===== src/rtl/acumulador_pkg.sv =====
// Shared encodings for the 7-bit accumulator controller and its overflow detector.
package acumulador_pkg;

   localparam int W_DEFAULT = 7;

   localparam logic [1:0] OP_ADD = 2'b00;
   localparam logic [1:0] OP_SUB = 2'b01;
   localparam logic [1:0] OP_CLR = 2'b10;
   localparam logic [1:0] OP_MUL = 2'b11;

   localparam logic [1:0] ST_IDLE  = 2'd0;
   localparam logic [1:0] ST_CLEAR = 2'd1;
   localparam logic [1:0] ST_RUN   = 2'd2;
   localparam logic [1:0] ST_DONE  = 2'd3;

endpackage


===== src/rtl/detector_overflow7b.sv =====
// Combinational W+1-bit signed add/sub of accumulator and operand; flags signed overflow.
module detector_overflow7b
   import acumulador_pkg::*;
#(
   parameter int W = W_DEFAULT
) (
   input  logic [W-1:0] a,
   input  logic [W-1:0] b,
   input  logic         sub,
   output logic         ovf_now
);

   logic [W:0] a_ext;
   logic [W:0] b_ext;
   logic [W:0] sum;

   assign a_ext = {a[W-1], a};
   assign b_ext = {b[W-1], b};
   assign sum   = sub ? (a_ext - b_ext) : (a_ext + b_ext);

   // The two top bits disagree exactly when the true result leaves the W-bit range.
   assign ovf_now = sum[W] ^ sum[W-1];

endmodule


===== src/rtl/controlador_acumulador7b.sv =====
// Sequencer driving the add/sub accumulator datapath for ADD/SUB/CLR/MUL commands.
// Define ACC_OVF_ABORT_EN to stop a command on the first overflowing iteration.
module controlador_acumulador7b
   import acumulador_pkg::*;
#(
   parameter int W     = W_DEFAULT,
   parameter int CNT_W = 4
) (
   input  logic             clk,
   input  logic             rst,
   input  logic             cmd_valid,
   output logic             cmd_ready,
   input  logic [1:0]       cmd_op,
   input  logic [W-1:0]     cmd_operand,
   input  logic [CNT_W-1:0] cmd_count,
   input  logic [W-1:0]     acc_q,
   output logic             acc_sinal,
   output logic [W-1:0]     acc_b,
   output logic             acc_cin,
   output logic             busy,
   output logic             done,
   output logic             ovf
);

   localparam logic [CNT_W-1:0] CNT_ONE = {{(CNT_W-1){1'b0}}, 1'b1};

   logic [1:0]       state;
   logic [1:0]       op_q;
   logic [W-1:0]     operand_q;
   logic [CNT_W-1:0] cnt_q;
   logic             ovf_now;
   logic             last_run;

   detector_overflow7b #(.W(W)) u_detector (
      .a       (acc_q),
      .b       (operand_q),
      .sub     (op_q == OP_SUB),
      .ovf_now (ovf_now)
   );

`ifdef ACC_OVF_ABORT_EN
   assign last_run = (cnt_q == CNT_ONE) || ovf_now;
`else
   assign last_run = (cnt_q == CNT_ONE);
`endif

   // MUL reuses the RUN loop as repeated ADD after a one-cycle clear.
   always_ff @(posedge clk) begin
      if (rst) begin
         state     <= ST_IDLE;
         op_q      <= OP_ADD;
         operand_q <= '0;
         cnt_q     <= '0;
         ovf       <= 1'b0;
      end else begin
         case (state)
            ST_IDLE: begin
               if (cmd_valid) begin
                  op_q      <= cmd_op;
                  operand_q <= cmd_operand;
                  cnt_q     <= cmd_count;
                  ovf       <= 1'b0;
                  if (cmd_op == OP_CLR || cmd_op == OP_MUL)
                     state <= ST_CLEAR;
                  else if (cmd_count == '0)
                     state <= ST_DONE;
                  else
                     state <= ST_RUN;
               end
            end
            ST_CLEAR: begin
               if (op_q == OP_MUL && cnt_q != '0) begin
                  op_q  <= OP_ADD;
                  state <= ST_RUN;
               end else begin
                  state <= ST_DONE;
               end
            end
            ST_RUN: begin
               if (ovf_now)
                  ovf <= 1'b1;
               cnt_q <= cnt_q - CNT_ONE;
               if (last_run)
                  state <= ST_DONE;
            end
            ST_DONE: state <= ST_IDLE;
            default: state <= ST_IDLE;
         endcase
      end
   end

   // Datapath has no enable: holding means adding zero, clearing means subtracting Q from itself.
   always_comb begin
      acc_sinal = 1'b0;
      acc_b     = '0;
      case (state)
         ST_CLEAR: begin
            acc_sinal = 1'b1;
            acc_b     = acc_q;
         end
         ST_RUN: begin
            acc_sinal = (op_q == OP_SUB);
            acc_b     = operand_q;
`ifdef ACC_OVF_ABORT_EN
            if (ovf_now) begin
               acc_sinal = 1'b0;
               acc_b     = '0;
            end
`endif
         end
         default: begin
            acc_sinal = 1'b0;
            acc_b     = '0;
         end
      endcase
   end

   assign cmd_ready = (state == ST_IDLE);
   assign busy      = (state != ST_IDLE);
   assign done      = (state == ST_DONE);
   assign acc_cin   = 1'b0;

endmodule


===== config.mk =====
export PLATFORM = sky130hd
export DESIGN_NAME = controlador_acumulador7b
export DESIGN_NICKNAME = d
export VERILOG_FILES = /design/src/rtl/acumulador_pkg.sv /design/src/rtl/detector_overflow7b.sv /design/src/rtl/controlador_acumulador7b.sv
export SDC_FILE = /design/constraint.sdc
export NUM_CORES = 1
export LEC_CHECK = 0
export CORE_MARGIN = 1
export CORE_UTILIZATION = 42
export CTS_CLUSTER_SIZE = 28
export DETAILED_ROUTE_END_ITERATION = 10
export DONT_BUFFER_PORTS = 1
export GPL_TIMING_DRIVEN = 0
export PLACE_DENSITY = 0.64
export SLEW_MARGIN = 10
export SYNTH_ARGS = -nofsm -noshare
export SYNTH_HDL_FRONTEND = slang
export SYNTH_SLANG_ARGS = --single-unit
export TNS_END_PERCENT = 30

===== constraint.sdc =====
create_clock -name clk -period 3.45 [get_ports clk]
set_input_delay 0.69 -clock clk [delete_from_list [all_inputs] [get_ports clk]]
set_output_delay 0.69 -clock clk [all_outputs]
set_load 0.01 [all_outputs]

Word level (Yosys, flattened, before mapping)
Cells that the tools add are included.
{"block": "word_totals", "ff_bits": 16, "out_inout_bits": 13, "elab_cells": 51, "romBits": 0, "latch_bits": 0, "input_bits": 23, "mem_bits_rw": 0, "memories": 0}
{"block": "op_classes", "order_cmp": 0, "n_addsub": 3, "multipliers": 0, "div_mod_pow": 0, "n_bitwise": 1, "n_reduce_logical": 13, "eq_ne": 12, "shift": 0, "n_mux": 17}
{"operator": "one-hot mux 7 bit (2 select lines)", "n": 1}
{"operator": "== test 2 bit, second input constant", "n": 5}
{"operator": "two-way mux 2 bit", "n": 5}
{"operator": "adder 7 x 7 -> 8 bit", "n": 1}
{"operator": "two-way mux 8 bit", "n": 1}
{"operator": "!= test 2 bit, second input constant", "n": 4}
{"operator": "one-hot mux 2 bit (4 select lines)", "n": 1}
{"operator": "one-hot mux 4 bit (2 select lines)", "n": 1}
{"operator": "subtractor 7 x 7 -> 8 bit", "n": 1}
{"operator": "AND reduction 2 bit", "n": 3}
{"operator": "AND reduction 3 bit", "n": 2}
{"operator": "nonzero test 2 bit", "n": 3}
{"operator": "== test 2 x 1 -> 1 bit, second input constant", "n": 2}
{"operator": "== test 4 x 1 -> 1 bit, second input constant", "n": 1}
{"operator": "logical NOT 4 bit", "n": 1}
{"operator": "two-way mux 1 bit", "n": 4}
{"operator": "two-way mux 4 bit", "n": 1}
{"operator": "one-hot mux 1 bit (2 select lines)", "n": 2}
{"operator": "one-hot mux 2 bit (2 select lines)", "n": 1}
{"operator": "nonzero test 4 bit", "n": 1}
{"operator": "subtractor 4 x 1 -> 4 bit, second input constant", "n": 1}
{"operator": "logical NOT 2 bit", "n": 1}
{"operator": "logical AND 1 bit", "n": 1}
{"operator": "logical OR 1 bit", "n": 1}
{"operator": "XOR 1 bit", "n": 1}

Depth between registers and ports, before layout
{"block": "logic_depth", "ltp_word": 5, "depth_mapped": 11, "ltp_nobuf": 11}

Hierarchy
Synthesis repeated with hierarchy kept, for this count alone.
{"block": "hier_totals", "hier_cells": 168, "hier_area_um2": 1367.6}
{"mod": "controlador_acumulador7b", "seq_area_each_um2": 320.3, "area_per_inst_um2": 996.0, "cells_per_inst": 123, "n_inst": 1}
{"mod": "detector_overflow7b", "seq_area_each_um2": 0.0, "area_per_inst_um2": 371.6, "cells_per_inst": 45, "n_inst": 1}

Worst setup path after synthesis
No wires, ideal clock.
{"block": "synth_path", "path_kind": "flip-flop to flip-flop", "startpoint": "register op_q[1]", "endpoint": "register ovf", "setup_time_ns": 0.122, "period_less_slack_ns": 2.220, "n_path_buf": 1, "arrival_time_ns": 2.098, "path_slack_ns": 1.230, "path_stages_with_launch": 12, "required_ns": 3.328, "path_cell_list": "dfxtp_1 -> and2b_2 -> buf_2 -> nor2_1 -> xnor2_1 -> ha_1 -> a21o_1 -> a31oi_1 -> o21ai_0 -> nand3b_1 -> xnor2_1 -> o311a_1"}
{"block": "synth_between", "elab_chain_cells": 5}
{"element": "from (decl)", "line_no": "controlador_acumulador7b.sv:28", "source": "logic [1:0] op_q;"}
{"element": "from (signal assigned)", "line_no": "controlador_acumulador7b.sv:59", "source": "op_q <= cmd_op;"}
{"element": "== test 2 x 1 -> 1 bit", "line_no": "controlador_acumulador7b.sv:37", "source": ".sub (op_q == OP_SUB),"}
{"element": "two-way mux 8 bit", "line_no": "detector_overflow7b.sv:19", "source": "assign sum = sub ? (a_ext - b_ext) : (a_ext + b_ext);"}
{"element": "XOR 1 bit", "line_no": "detector_overflow7b.sv:22", "source": "assign ovf_now = sum[W] ^ sum[W-1];"}
{"element": "!= test 2 bit (no line)"}
{"element": "AND reduction 3 bit (no line)"}
{"element": "to (signal assigned)", "line_no": "controlador_acumulador7b.sv:54", "source": "ovf <= 1'b0;"}
{"element": "to (signal assigned)", "line_no": "controlador_acumulador7b.sv:62", "source": "ovf <= 1'b0;"}
{"element": "to (signal assigned)", "line_no": "controlador_acumulador7b.sv:81", "source": "ovf <= 1'b1;"}
{"element": "to (decl)", "line_no": "controlador_acumulador7b.sv:22", "source": "output logic ovf"}
Every way passes these cells.
A chain may end at the register's enable or synchronous reset.

Worst setup path in the final report
{"block": "layout_path", "startpoint": "register operand_q[0]", "endpoint": "register ovf"}
{"block": "layout_between", "elab_chain_cells": 5}
{"element": "from (decl)", "line_no": "controlador_acumulador7b.sv:29", "source": "logic [W-1:0] operand_q;"}
{"element": "from (signal assigned)", "line_no": "controlador_acumulador7b.sv:60", "source": "operand_q <= cmd_operand;"}
{"element": "adder 7 x 7 -> 8 bit or subtractor 7 x 7 -> 8 bit (tied branches)", "line_no": "detector_overflow7b.sv:19"}
{"element": "two-way mux 8 bit *", "line_no": "detector_overflow7b.sv:19"}
{"element": "XOR 1 bit *", "line_no": "detector_overflow7b.sv:22"}
{"element": "!= test 2 bit (no line) *"}
{"element": "AND reduction 3 bit (no line) *"}
Mark *: on every way between the ends. The rest lies on a longest branch, timed or not.

==> reports/results.txt <==
antenna violations before repair -> 0
worst min-delay path category -> register to register
clock skew -> 0.001113 ns
hold path startpoint -> cnt_q[1]
element type at the critical path end -> register
Fill cells -> 294
mux cell area share after synthesis -> 0.03895
Via density -> 5.788
grt ovf -> 0
power per cell area -> 793.2 mW/mm^2
Root Driver -> clkbuf_4
reg2reg setup slack -> 0.92 ns
largest net degree at the start of global routing -> 11
drt total wl -> 3045 um
# setup viols final -> 0
slack of the critical path -> 0.9152 ns
fmax -> 0.3945 GHz
Switching Power -> 507.7 uW
Yosys cell types -> 40
core area -> 0.002829 sq mm
Arr. time, crit path -> 2.72 ns
Hold EP -> cnt_q[1]
design area -> 0.001346 sq mm
Warnings, synthesis -> 0
top cells by area, synth -> dfxtp_1, ha_1, a21oi_1
number of port buffers -> 0
area post-placement -> 0.001324 sq mm
Worst EP required -> 3.63 ns
RR Endpoint -> ovf
routed length per instance -> 15.00 um
layout cells sized above 1 -> 0.05233
GPL Wtd Cong -> 0.8589
Synth Area in Simple Gates -> 0.2512
Mapped Cells -> 169
Post-DP HPWL -> 2395 um
area leader, netlist -> dfxtp_1
GRT Overall Usage -> 0.2043
Adder-Cell Fraction of Synth Area -> 0.1266
die area -> 0.003284 sq mm
P&R area growth vs syn -> 4.771%
CTS tree -> yes
die height -> 57.31 um
min Tclk post-route -> 2.535 ns
hold buffer count at CTS -> 0
Yosys top cell area share -> 0.2493
clock latency on the worst-skew pair -> 0.28 ns
Crit Path Class -> register to register
layout net count -> 210
drt drc -> 3
I/O pin count -> 36
area of the mapped netlist -> 0.001285 sq mm
DP Worst Slack -> 0.9481 ns
Seq pwr share -> 0.262
1st-iter DRT viols -> 52
highest net fanout along the worst path -> 6
Clk pwr share -> 0.092
DR vias -> 1,175
type of origin of the critical path -> register
Leak Pwr -> 0.0005277 uW
R2R depth -> 11
Hold WS -> 0.4939 ns
# diodes -> 0
#FFs+latches synth -> 16
RR Startpoint -> operand_q[0]
RSZ-0062 raised after global routing -> no
peak supply drop -> 0.4166 mV
P_int -> 560.1 uW
syn avg cell area -> 7.603 sq um
FP Rows -> 19
WHS Path Cells -> 2
final antenna-violating net count -> 0
sw frac -> 0.4755
post-synthesis compound-gate area fraction -> 0.2142
Slew Limit Fails -> 0
TNS Setup -> 0 ns
Die W -> 57.31 um
vias in the first global route -> 1,170
xor and xnor area share after synthesis -> 0.05453
CP Cell Sequence -> inv_1 > ha_1 > nor2_1 > xnor2_1 > ha_1 > a21o_1 > a31oi_1 > o21ai_0 > nand3b_1 > xnor2_1 > o311a_1
period utilisation layout -> 0.7347
Total Power -> 1068 uW
Max-Cap Viols -> 0
first-pass GRT wire length -> 5209 um
Comb power frac -> 0.646
setup bufs post-CTS -> 0
Post-CTS Resized -> 0
slowest cell on the critical path -> dfxtp_1
delay of the slowest cell on the worst path -> 0.44 ns
Hold Vio Cnt, Final -> 0
outcome -> finished with violations
Clock transition at path regs -> 0.09 ns
maximum clock insertion buffer count -> 2
Pre-antenna DRT Iters -> 8
failing checks -> design-rule violations
Mapped Nets -> 205
largest family of logic cells by synthesized area -> simple AND/OR/NAND/NOR gates
H-tree depth -> 1
TritonCTS Buffers -> 3
Initial Util -> 0.4542
clock sink count -> 16
post-synthesis sequential area ratio -> 0.2493
==> per-layer routing <==
metal	wire (um)	GRT usage	share of wire	vias up
li1	-	-	-	589
met2	1520	0.3597	0.50	35
met3	146	0.04989	0.048	2
met5	0	0	0	-
met4	27	0.04878	0.0089	0
met1	1350	0.2511	0.44	549
==> kinds of logic after synthesis <==
| group | count (synthesis) |
|---|---|
| adder cells (fa/ha/maj) | 13 |
| AND/OR/NAND/NOR | 64 |
| flip-flops | 16 |
| buffers and inverters | 18 |
| multiplexers | 5 |
| other | 1 |
| XOR/XNOR | 8 |
| AO/OA/AOI/OAI | 44 |
==> registers in the layout, indices dropped and copies added (netlist names) <==
signal / flops
op_q: 2
operand_q: 7
state: 2
ovf: 1
cnt_q: 4
==> stage by stage <==
stage | utilization | instances
after floorplan | - | 169
after global placement | 0.4679 | 200
after detailed placement | 0.4679 | 200
after CTS | 0.4759 | 203
after global routing | 0.4759 | 203
final | 0.4759 | 203
==> layout make-up <==
cell class | count | area (sq um) | share of cell area
Tap cell | 31 | 38.79 | 0.02881
Buffer | 8 | 42.54 | 0.03160
Multi-Input combinational cell | 135 | 884.6 | 0.6571
Sequential cell | 16 | 320.3 | 0.2379
Inverter | 10 | 37.54 | 0.02788
Clock buffer | 3 | 22.52 | 0.01673
==> placed cells by master, fill, tap and decap left out, types with 2 or more instances in the layout <==
cell type,n
xor2_1,2
clkbuf_1,4
a31oi_1,3
nand2b_1,2
nor3b_1,2
nor2b_1,9
inv_1,9
dfxtp_1,16
xnor2_1,6
nand2_1,22
clkbuf_4,3
a21o_1,2
a22oi_1,8
nor2_1,15
ha_1,13
a211oi_1,2
o21ai_0,4
mux2i_1,5
nor3_1,6
a21oi_1,18
==> cells in the mapped netlist, drive strengths merged <==
cell type and instances:
a21o 2, nor3b 2, nor4 2, conb 1
nand2 22, xor2 2, clkinv 1, clkbuf 4
and3b 1, and2 1, mux2i 5, a221oi 1
a31oi 3, ha 13, a21oi 19, a211oi 2
inv 9, nor2b 9, nand2b 2, buf 4
nor2 15, and2b 1, o21ai 5, nand3b 1
and3 1, o211ai 1, dfxtp 16, nand3 1
nor3 6, a22oi 8, a22o 1, o311a 1
o21bai 1, xnor2 6
==> power by group through the flow <==
stage / registers [uW] / logic, uW / clock network [uW]
after floorplan: 271 / 559 / 0
after global placement: 280 / 660 / 0
after detailed placement: 283 / 688 / 0
after CTS: 278 / 690 / 101
after global routing: 286 / 779 / 112
final: 279 / 690 / 98.3
==> worst max path at each step <==
stage,cells after the start,start,to,slack [ns]
final,11,operand_q[0],ovf,0.92
after global routing,11,operand_q[0],ovf,0.72
after CTS,11,operand_q[0],ovf,0.92
after detailed placement,11,operand_q[0],ovf,0.95
after global placement,11,operand_q[0],ovf,0.98
after floorplan,11,op_q[1],ovf,1.23
==> worst max-delay path, delay by kind of cell, from the launching register on <==
family | cells | cell delay, ns
fa+ha+maj | 2 | 0.49
compound gates | 4 | 0.82
buf+inv | 1 | 0.07
flops | 1 | 0.44
simple gates | 2 | 0.33
xor+xnor | 2 | 0.28
(Power assumes the default switching activity.)
